File: config.mk
export PLATFORM = sky130hd
export DESIGN_NAME = sat_chan_ctrl_flat
export DESIGN_NICKNAME = d
export VERILOG_FILES = /design/src/rtl/sat_chan_ctrl_if.sv /design/src/rtl/sat_chan_ctrl.sv /design/src/flat_wrapper.sv
export SDC_FILE = /design/constraint.sdc
export NUM_CORES = 2
export LEC_CHECK = 0
export ABC_AREA = 0
export CAP_MARGIN = 15
export CORE_ASPECT_RATIO = 2
export CORE_MARGIN = 2
export CORE_UTILIZATION = 49
export CTS_CLUSTER_SIZE = 10
export DETAILED_ROUTE_END_ITERATION = 6
export HOLD_SLACK_MARGIN = 0.1
export PLACE_DENSITY = 0.77
export SETUP_SLACK_MARGIN = 0.5
export SLEW_MARGIN = 40
export SYNTH_ARGS = -nofsm -noshare
export SYNTH_HDL_FRONTEND = slang
export SYNTH_SLANG_ARGS = --single-unit
File: constraint.sdc
create_clock -name clk -period 1.8 [get_ports clk]
set_input_delay 0.36 -clock clk [delete_from_list [all_inputs] [get_ports clk]]
set_output_delay 0.36 -clock clk [all_outputs]
set_load 0.01 [all_outputs]
File: src/rtl/sat_chan_ctrl_if.sv
// rtl/sat_chan_ctrl_if.sv - host configuration write bus for sat_chan_ctrl.
interface sat_chan_ctrl_if;
  logic        cfg_valid;
  logic        cfg_ready;
  logic [3:0]  cfg_chan;
  logic [2:0]  cfg_field;
  logic [31:0] cfg_data;

  modport master (output cfg_valid, output cfg_chan, output cfg_field, output cfg_data,
                  input cfg_ready);
  modport slave  (input cfg_valid, input cfg_chan, input cfg_field, input cfg_data,
                  output cfg_ready);
endinterface

File: src/rtl/sat_chan_ctrl.sv
// rtl/sat_chan_ctrl.sv - epoch-aligned shadow/active channel parameter controller.
// Optional SAT_CHAN_CTRL_EPOCH_CNT_EN builds the applied-commit counter on epoch_count.
module sat_chan_ctrl #(
  parameter int NUM_CHAN  = 8,
  parameter int EPOCH_LEN = 16368
) (
  input  logic                      clk,
  input  logic                      reset,
  input  logic                      dv_in,
  sat_chan_ctrl_if.slave            cfg,
  output logic [NUM_CHAN-1:0][31:0] dop_freq,
  output logic [NUM_CHAN-1:0][31:0] code_freq,
  output logic [NUM_CHAN-1:0][15:0] gain,
  output logic [NUM_CHAN-1:0][5:0]  ca_sel,
  output logic                      epoch_tick,
  output logic                      apply_pulse,
  output logic [31:0]               epoch_count
);

  localparam int CW = $clog2(EPOCH_LEN);
  localparam logic [CW-1:0] CNT_LAST = CW'(EPOCH_LEN - 1);

  typedef enum logic [1:0] {IDLE, ARMED, APPLY} state_t;

  state_t state, state_nxt;
  logic [CW-1:0] sample_cnt;
  logic          cfg_fire;

  logic [NUM_CHAN-1:0][31:0] sh_dop, sh_code, act_dop, act_code;
  logic [NUM_CHAN-1:0][15:0] sh_gain, act_gain;
  logic [NUM_CHAN-1:0][5:0]  sh_ca, act_ca;
  logic [NUM_CHAN-1:0]       sh_en, act_en, pending;

  assign epoch_tick = !reset && dv_in && (sample_cnt == CNT_LAST);
  assign cfg_fire   = cfg.cfg_valid && cfg.cfg_ready;

  always_comb begin
    state_nxt     = state;
    cfg.cfg_ready = 1'b0;
    apply_pulse   = 1'b0;
    case (state)
      IDLE: begin
        cfg.cfg_ready = !reset;
        if (cfg.cfg_valid && cfg.cfg_field == 3'd5)
          state_nxt = ARMED;
      end
      // A tick arriving with the commit itself is seen while still IDLE, so it is not used.
      ARMED: begin
        if (epoch_tick)
          state_nxt = APPLY;
      end
      APPLY: begin
        apply_pulse = !reset;
        state_nxt   = IDLE;
      end
      default: state_nxt = IDLE;
    endcase
  end

  always_ff @(posedge clk) begin
    if (reset)
      state <= IDLE;
    else
      state <= state_nxt;
  end

  always_ff @(posedge clk) begin
    if (reset)
      sample_cnt <= '0;
    else if (dv_in)
      sample_cnt <= (sample_cnt == CNT_LAST) ? '0 : sample_cnt + 1'b1;
  end

  always_ff @(posedge clk) begin
    if (reset) begin
      sh_dop   <= '0;
      sh_code  <= '0;
      sh_gain  <= '0;
      sh_ca    <= '0;
      sh_en    <= '0;
      act_dop  <= '0;
      act_code <= '0;
      act_gain <= '0;
      act_ca   <= '0;
      act_en   <= '0;
      pending  <= '0;
    end else begin
      if (state == APPLY) begin
        for (int i = 0; i < NUM_CHAN; i++) begin
          if (pending[i]) begin
            act_dop[i]  <= sh_dop[i];
            act_code[i] <= sh_code[i];
            act_gain[i] <= sh_gain[i];
            act_ca[i]   <= sh_ca[i];
            act_en[i]   <= sh_en[i];
          end
        end
        pending <= '0;
      end
      // Out-of-range channels simply match no loop index and are dropped.
      if (cfg_fire) begin
        for (int i = 0; i < NUM_CHAN; i++) begin
          if (cfg.cfg_chan == 4'(i)) begin
            case (cfg.cfg_field)
              3'd0: begin sh_dop[i]  <= cfg.cfg_data;       pending[i] <= 1'b1; end
              3'd1: begin sh_code[i] <= cfg.cfg_data;       pending[i] <= 1'b1; end
              3'd2: begin sh_gain[i] <= cfg.cfg_data[15:0]; pending[i] <= 1'b1; end
              3'd3: begin sh_ca[i]   <= cfg.cfg_data[5:0];  pending[i] <= 1'b1; end
              3'd4: begin sh_en[i]   <= cfg.cfg_data[0];    pending[i] <= 1'b1; end
              default: ;
            endcase
          end
        end
      end
    end
  end

  always_comb begin
    dop_freq  = act_dop;
    code_freq = act_code;
    ca_sel    = act_ca;
    gain      = '0;
    for (int i = 0; i < NUM_CHAN; i++)
      gain[i] = act_en[i] ? act_gain[i] : 16'h0000;
  end

`ifdef SAT_CHAN_CTRL_EPOCH_CNT_EN
  always_ff @(posedge clk) begin
    if (reset)
      epoch_count <= '0;
    else if (state == APPLY)
      epoch_count <= epoch_count + 32'd1;
  end
`else
  assign epoch_count = 32'd0;
`endif

endmodule

File: src/flat_wrapper.sv
// flat-port wrapper written by rule: the top's interface ports become plain ports
module sat_chan_ctrl_flat 
#(
  parameter int NUM_CHAN  = 8,
  parameter int EPOCH_LEN = 16368
)
  (clk, reset, dv_in, dop_freq, code_freq, gain, ca_sel, epoch_tick, apply_pulse, epoch_count, cfg_cfg_valid, cfg_cfg_chan, cfg_cfg_field, cfg_cfg_data, cfg_cfg_ready);
  sat_chan_ctrl_if cfg_i ();
  input  logic clk;
  input  logic reset;
  input  logic dv_in;
  output logic [NUM_CHAN-1:0][31:0] dop_freq;
  output logic [NUM_CHAN-1:0][31:0] code_freq;
  output logic [NUM_CHAN-1:0][15:0] gain;
  output logic [NUM_CHAN-1:0][5:0] ca_sel;
  output logic epoch_tick;
  output logic apply_pulse;
  output logic [31:0] epoch_count;
  input wire logic [$bits(cfg_i.cfg_valid)-1:0] cfg_cfg_valid;
  input wire logic [$bits(cfg_i.cfg_chan)-1:0] cfg_cfg_chan;
  input wire logic [$bits(cfg_i.cfg_field)-1:0] cfg_cfg_field;
  input wire logic [$bits(cfg_i.cfg_data)-1:0] cfg_cfg_data;
  output wire logic [$bits(cfg_i.cfg_ready)-1:0] cfg_cfg_ready;
  assign cfg_i.cfg_valid = cfg_cfg_valid;
  assign cfg_i.cfg_chan = cfg_cfg_chan;
  assign cfg_i.cfg_field = cfg_cfg_field;
  assign cfg_i.cfg_data = cfg_cfg_data;
  assign cfg_cfg_ready = cfg_i.cfg_ready;
  sat_chan_ctrl #(.NUM_CHAN(NUM_CHAN), .EPOCH_LEN(EPOCH_LEN)) u_core (.clk(clk), .reset(reset), .dv_in(dv_in), .cfg(cfg_i), .dop_freq(dop_freq), .code_freq(code_freq), .gain(gain), .ca_sel(ca_sel), .epoch_tick(epoch_tick), .apply_pulse(apply_pulse), .epoch_count(epoch_count));
endmodule
# Yosys cells after proc, flatten, opt, wreduce, memory -nomap -nowiden
# Index checks and enable logic that the tools add are counted.
[op_classes]
n_eq_ne = 17
n_reduce_logical = 58
addsub = 1
muxes = 32
[ops]
columns = ["op", "n"]
rows = [
  ["$mux W16", 8],
  ["$reduce_and A3 Y1", 40],
  ["$mux W1", 18],
  ["$reduce_and A2 Y1", 9],
  ["$eq A4 B3 Y1 const B", 4],
  ["$mux W8", 2],
  ["$add A14 B1 Y14 const B", 1],
  ["$eq A14 B14 Y1 const B", 1],
  ["$mux W14", 1],
  ["$eq A4 B2 Y1 const B", 2],
  ["$eq A3 B2 Y1 const B", 2],
  ["$eq A3 B3 Y1 const B", 2],
  ["$reduce_or A5 Y1", 1],
  ["$eq A4 B1 Y1 const B", 1],
  ["$logic_and A1 B1 Y1", 4],
  ["$logic_not A4 Y1", 1],
  ["$mux W2", 2],
  ["$pmux W2 S2", 1],
  ["$eq A3 B1 Y1 const B", 1],
  ["$logic_not A3 Y1", 1],
  ["$eq A2 B1 Y1 const B", 1],
  ["$eq A2 B2 Y1 const B", 1],
  ["$logic_not A2 Y1", 1],
  ["$ne A2 B1 Y1 const B", 1],
  ["2 further kinds", 2],
]
[totals]
out_inout_bits = 723
inputBits = 43
reg_bits = 1416
elab_cells = 191

# Depth between registers and ports, before layout
[logic_depth]
depth_word = 5
depth_mapped = 8
ltp_nobuf = 5

# Worst setup path after synthesis
# Ideal clock, no wire load.
[synth_timing]
path_type = "input to register"
from = "input port cfg_cfg_chan[0]"
to = "register u_core.sh_gain[10] (netlist name)"
n_path_buf = 2
path_stages = 6
setup_slack_ns = 0.121
required_time_ns = 1.668
setup_time_ns = 0.132
arrival_ns = 1.547
cell_sequence = "nor4b_4 > buf_2 > nand3_1 > clkbuf_1 > nand2_1 > a21oi_1"
[synth_between]
elab_chain_cells = 2
[synth_lines]
columns = ["item", "line", "source"]
rows = [
  ["start: declaration", "flat_wrapper.sv:20", "input wire logic [$bits(cfg_i.cfg_chan)-1:0] cfg_cfg_chan;"],
  ["$logic_not A4 Y1", "sat_chan_ctrl.sv:103", "if (cfg.cfg_chan == 4'(i)) begin"],
  ["$reduce_and A3 Y1 (no source line)", "-", ""],
  ["end signal: assignment", "sat_chan_ctrl.sv:78", "sh_gain <= '0;"],
  ["end signal: indexed assignment", "sat_chan_ctrl.sv:107", "3'd2: begin sh_gain[i] <= cfg.cfg_data[15:0]; pending[i] <= 1'b1; end"],
  ["end: declaration", "sat_chan_ctrl.sv:30", "logic [NUM_CHAN-1:0][15:0] sh_gain, act_gain;"],
]
# No other way between the ends.
# A chain may end at the register's enable or synchronous reset.

# Worst setup path in the final report
[layout_timing]
from = "register u_core.state[0]"
to = "register u_core.sh_code[196] (netlist name)"
[layout_between]
elab_chain_cells = 4
[layout_lines]
columns = ["item", "line", "source"]
rows = [
  ["start: declaration", "sat_chan_ctrl.sv:25", "state_t state, state_nxt;"],
  ["start signal: assignment", "sat_chan_ctrl.sv:64", "state <= state_nxt;"],
  ["$logic_not A2 Y1", "sat_chan_ctrl.sv:41", "case (state)"],
  ["$mux W1", "sat_chan_ctrl.sv:41", ""],
  ["$logic_and A1 B1 Y1", "sat_chan_ctrl.sv:35", "assign cfg_fire = cfg.cfg_valid && cfg.cfg_ready;"],
  ["$reduce_and A3 Y1 (no source line)", "-", ""],
  ["end signal: assignment", "sat_chan_ctrl.sv:77", "sh_code <= '0;"],
  ["end signal: indexed assignment", "sat_chan_ctrl.sv:106", "3'd1: begin sh_code[i] <= cfg.cfg_data; pending[i] <= 1'b1; end"],
  ["end: declaration", "sat_chan_ctrl.sv:29", "logic [NUM_CHAN-1:0][31:0] sh_dop, sh_code, act_dop, act_code;"],
]
# No other way between the ends.

==> flow_summary.json <==
{
  "clock-sinks": 1416,
  "switching_share_pct": 23.7,
  "cts_htree_levels": 4,
  "synth_cell_types": 45,
  "synth_compound_area_share_pct": 13.4,
  "die_y_um": 459,
  "die-area_mm2": 0.106,
  "fill_cells": 6254,
  "crit_path_top_delay_cell": "a21oi_1",
  "max_clock_freq_mhz": 402,
  "drtAntennaViolNets": 0,
  "cp.required_ns": 2.42,
  "antenna_found_initial": 8,
  "grt_pass1_wl_um": 301000,
  "slowest_delay_ns": 0.60,
  "cts-root-buf": "clkbuf_16",
  "fin_skew_ns": 0.0467,
  "setup_viol": 1502,
  "cp.arrival_ns": 3.11,
  "drive_gt1_share_pct": 38.8,
  "num_vias": 53100,
  "min_period_ns": 2.49,
  "vdd_drop_max_v": 0.000902,
  "p_sw_w": 0.0148,
  "numCtsBuffers": 159,
  "chipWidth_um": 231,
  "drt_wl_total_um": 238000,
  "netlist_area_mm2": 0.0506,
  "cp-start-kind": "flop",
  "grt_max_degree": 187,
  "r2r_cells": 9,
  "area_delta_synth_final_pct": 50.3,
  "grt_pass1_vias": 48100,
  "hp-class": "in -> reg",
  "power.internal_w": 0.0477,
  "place_congestion": 0.838,
  "layoutNonFillerInstCount": 8717,
  "slew_viol_final": 0,
  "preCtsSetupSlack_ns": -0.637,
  "cts_tree": "built",
  "synth-seq-cells": 1416,
  "rsz0062_at_grt": "yes",
  "path_cells": "buf_6 > nor4b_4 > buf_4 > buf_12 > buf_12 > and3_1 > buf_12 > nand2_1 > a21oi_1",
  "slew_headroom_pct": 38.0,
  "io_pins": 766,
  "ctsLongestPathBuffers": 3,
  "drc": 19,
  "p_seq_share_pct": 50.1,
  "start_util_pct": 49.5,
  "hold_viol": 0,
  "synth-simple-area-share_pct": 23.7,
  "placed_area_mm2": 0.0604,
  "crit_path_end_kind": "flop",
  "violations": "design-rule violations, negative setup slack",
  "synth_top_family_by_area": "simple AND/OR/NAND/NOR gates",
  "vias_per_cell": 6.09,
  "muxShareOfSynthArea_pct": 1.15,
  "hpwl_um": 111000,
  "clock_power_share_pct": 46.1,
  "grt_usage_pct": 38.2,
  "power_w": 0.0626,
  "cp_common_cell": "buf_12",
  "fin_nets": 7392,
  "drv_cap": 0,
  "status": "finished with violations",
  "syn_inst": 6416,
  "clk_latency_ns": 0.80,
  "ys_seq_area_share_pct": 56.0,
  "setup_ws_ns": -0.689,
  "worst_pin_slew_ns": 0.930,
  "ys_warn_count": 0,
  "synth-adder-area-share_pct": 0.0247,
  "worst-setup-path-type": "reg -> reg",
  "fin_crit_sh_pct": 138,
  "crit_fanout": 32,
  "syn_area_per_cell_um2": 7.89,
  "wl_per_cell_um": 27.3,
  "overflow": 0,
  "core-area_mm2": 0.102,
  "combPwrFrac_pct": 3.8,
  "dr.pass1.iters": 7,
  "clk_pin_slew_ns": 0.06,
  "final_cell_area_mm2": 0.0761,
  "leakagePower_nw": 28.3,
  "dp.cells": 8165,
  "power_density_mw_per_mm2": 822,
  "portBuffers": 733,
  "holdPathStages": 3,
  "initialDrtViolationCount": 6483,
  "synthXorXnorAreaFrac_pct": 0.208,
  "rows": 166
}
[path summary, 6_finish.rpt]
kind,from,end,slack (ns)
hold reg to reg,u_core.sh_gain[1]$_SDFFE_PP0P_,u_core.act_gain[1]$_SDFFE_PP0P_,0.43
setup / recovery,u_core.state[0]$_SDFFE_PP0P_,u_core.sh_code[196]$_SDFFE_PP0P_,-0.69
hold / removal,reset,u_core.sh_dop[109]$_SDFFE_PP0P_,0.13
setup reg to reg,u_core.state[0]$_SDFFE_PP0P_,u_core.sh_code[196]$_SDFFE_PP0P_,-0.69
[registers in the layout, summed over array words and instances (netlist names)]
| register | cells |
|---|---|
| u_core.ca_sel | 48 |
| u_core.code_freq | 256 |
| u_core.sh_en | 8 |
| u_core.sh_gain | 128 |
| u_core.pending | 8 |
| u_core.sample_cnt | 14 |
| u_core.sh_dop | 256 |
| u_core.act_gain | 128 |
| u_core.state | 2 |
| u_core.act_en | 8 |
| u_core.sh_code | 256 |
| u_core.dop_freq | 256 |
| u_core.sh_ca | 48 |
[kinds of logic (layout without fill, tap and decap cells)]
kind of cell             Yosys count  after routing
adder cells (fa/ha/maj)            1              1
other                              1             39
AO/OA/AOI/OAI                   1347           1347
AND/OR/NAND/NOR                 3001           3006
XOR/XNOR                          12             12
multiplexers                      58             58
buffers and inverters            580           1494
flip-flops                      1416           1416
[cell usage after synthesis]
| cell type | instances | area, um2 |
|---|---|---|
| nand4_1 | 4 | 25.0 |
| buf_4 | 80 | 601 |
| mux2_2 | 1 | 11.3 |
| nor2b_1 | 1 | 6.26 |
| nor4_4 | 1 | 21.3 |
| a32oi_1 | 4 | 35.0 |
| and2b_4 | 1 | 10.0 |
| buf_1 | 10 | 37.5 |
| a21bo_2 | 1 | 10.0 |
| buf_6 | 17 | 191 |
| nor3_1 | 4 | 20.0 |
| and3_1 | 28 | 175 |
| nor3_2 | 1 | 10.0 |
| dfxtp_1 | 1416 | 28300 |
| and3b_1 | 1 | 8.76 |
| xor2_1 | 4 | 35.0 |
| nand3_1 | 25 | 125 |
| nor4_1 | 5 | 31.3 |
| nor4b_4 | 2 | 47.6 |
| o21ai_0 | 1 | 5.00 |
| inv_1 | 2 | 7.51 |
| nor3b_4 | 2 | 37.5 |
| ha_1 | 1 | 12.5 |
| xnor2_1 | 8 | 70.1 |
| clkbuf_2 | 6 | 30.0 |
| and4_1 | 1 | 8.76 |
| a22oi_1 | 4 | 30.0 |
| conb_1 | 1 | 3.75 |
| nand2_1 | 2683 | 10100 |
| buf_2 | 182 | 911 |
| nor4bb_1 | 1 | 10.0 |
| nand3_2 | 15 | 150 |
| a21oi_1 | 1337 | 6690 |
| nor3b_1 | 1 | 7.51 |
| nand4b_1 | 1 | 8.76 |
| clkbuf_1 | 283 | 1060 |
| mux2i_1 | 57 | 571 |
| nand3b_1 | 1 | 7.51 |
| and2_1 | 137 | 857 |
| and4b_1 | 1 | 10.0 |
| nand2_2 | 1 | 6.26 |
| nor2_1 | 80 | 300 |
| or2_2 | 1 | 6.26 |
| and4bb_2 | 1 | 12.5 |
| nand2b_1 | 2 | 12.5 |
[cell usage in the layout (no fill, tap or decap), types with 79 or more instances in the layout]
cell,count
a21oi_1,1059
clkbuf_16,195
dfxtp_1,839
buf_4,169
and2_4,136
nand2_1,2334
dfxtp_2,548
nor2_1,79
a21oi_2,277
buf_6,770
buf_12,170
nand2_4,276
[layout make-up]
type | count | area [um2] | area share [%]
repair buffers | 1313 | 17300 | 22.7
clock buffers | 165 | 4020 | 5.29
inverters | 2 | 7.51 | 0.00986
clock inverters | 14 | 244 | 0.321
flip-flops and latches | 1416 | 29100 | 38.3
diodes | 7 | 17.5 | 0.0230
well taps | 1344 | 1680 | 2.21
multi-input cells | 4456 | 23700 | 31.2
[worst max-delay path: cells and delay by family (launching register included)]
kind	cells	cell delay [ns]
flip-flops	1	0.36
buffers and inverters	5	0.79
AO/OA/AOI/OAI	1	0.60
AND/OR/NAND/NOR	3	0.54
[power groups by stage]
stage / Combinational [W] / Clock, W / Sequential, W
after detailed placement: 0.00183 / 0 / 0.0321
after floorplan: 0.000875 / 0 / 0.0321
final: 0.00237 / 0.0289 / 0.0313
after CTS: 0.00205 / 0.0285 / 0.0313
after global placement: 0.00181 / 0 / 0.0321
after global routing: 0.00236 / 0.0299 / 0.0313
[routing by layer]
layer  GRT usage, %  up-vias  share of wire (%)
li1               -    22300                  -
met1           43.9    25000                 33
met2           61.5     4365                 45
met3           8.47     1381                 12
met4           29.2        6                 10
met5              0        -              0.015
[what timing repair did]
action | 4_1_cts | 5_1_grt
pin swaps | 121 | 407
endpoints found under the setup margin | 2107 | 2107
hold endpoints to repair | 447 | 0
hold buffers | 29 | 0
gates resized for setup | 4619 | 800
gates cloned | 83 | 44
setup buffers | 170 | 40
[stage by stage]
stage	util [%]	setup TNS, ns	hold slack [ns]
final	74.3	-258.59	0.133
after global routing	74.3	-306.21	0.148
after CTS	70.2	-163.58	0.108
after detailed placement	59.0	-339.89	0.442
after global placement	58.9	-306.59	0.436
after floorplan	-	0	0.431
Note: power is estimated with default switching activity, not from simulation.
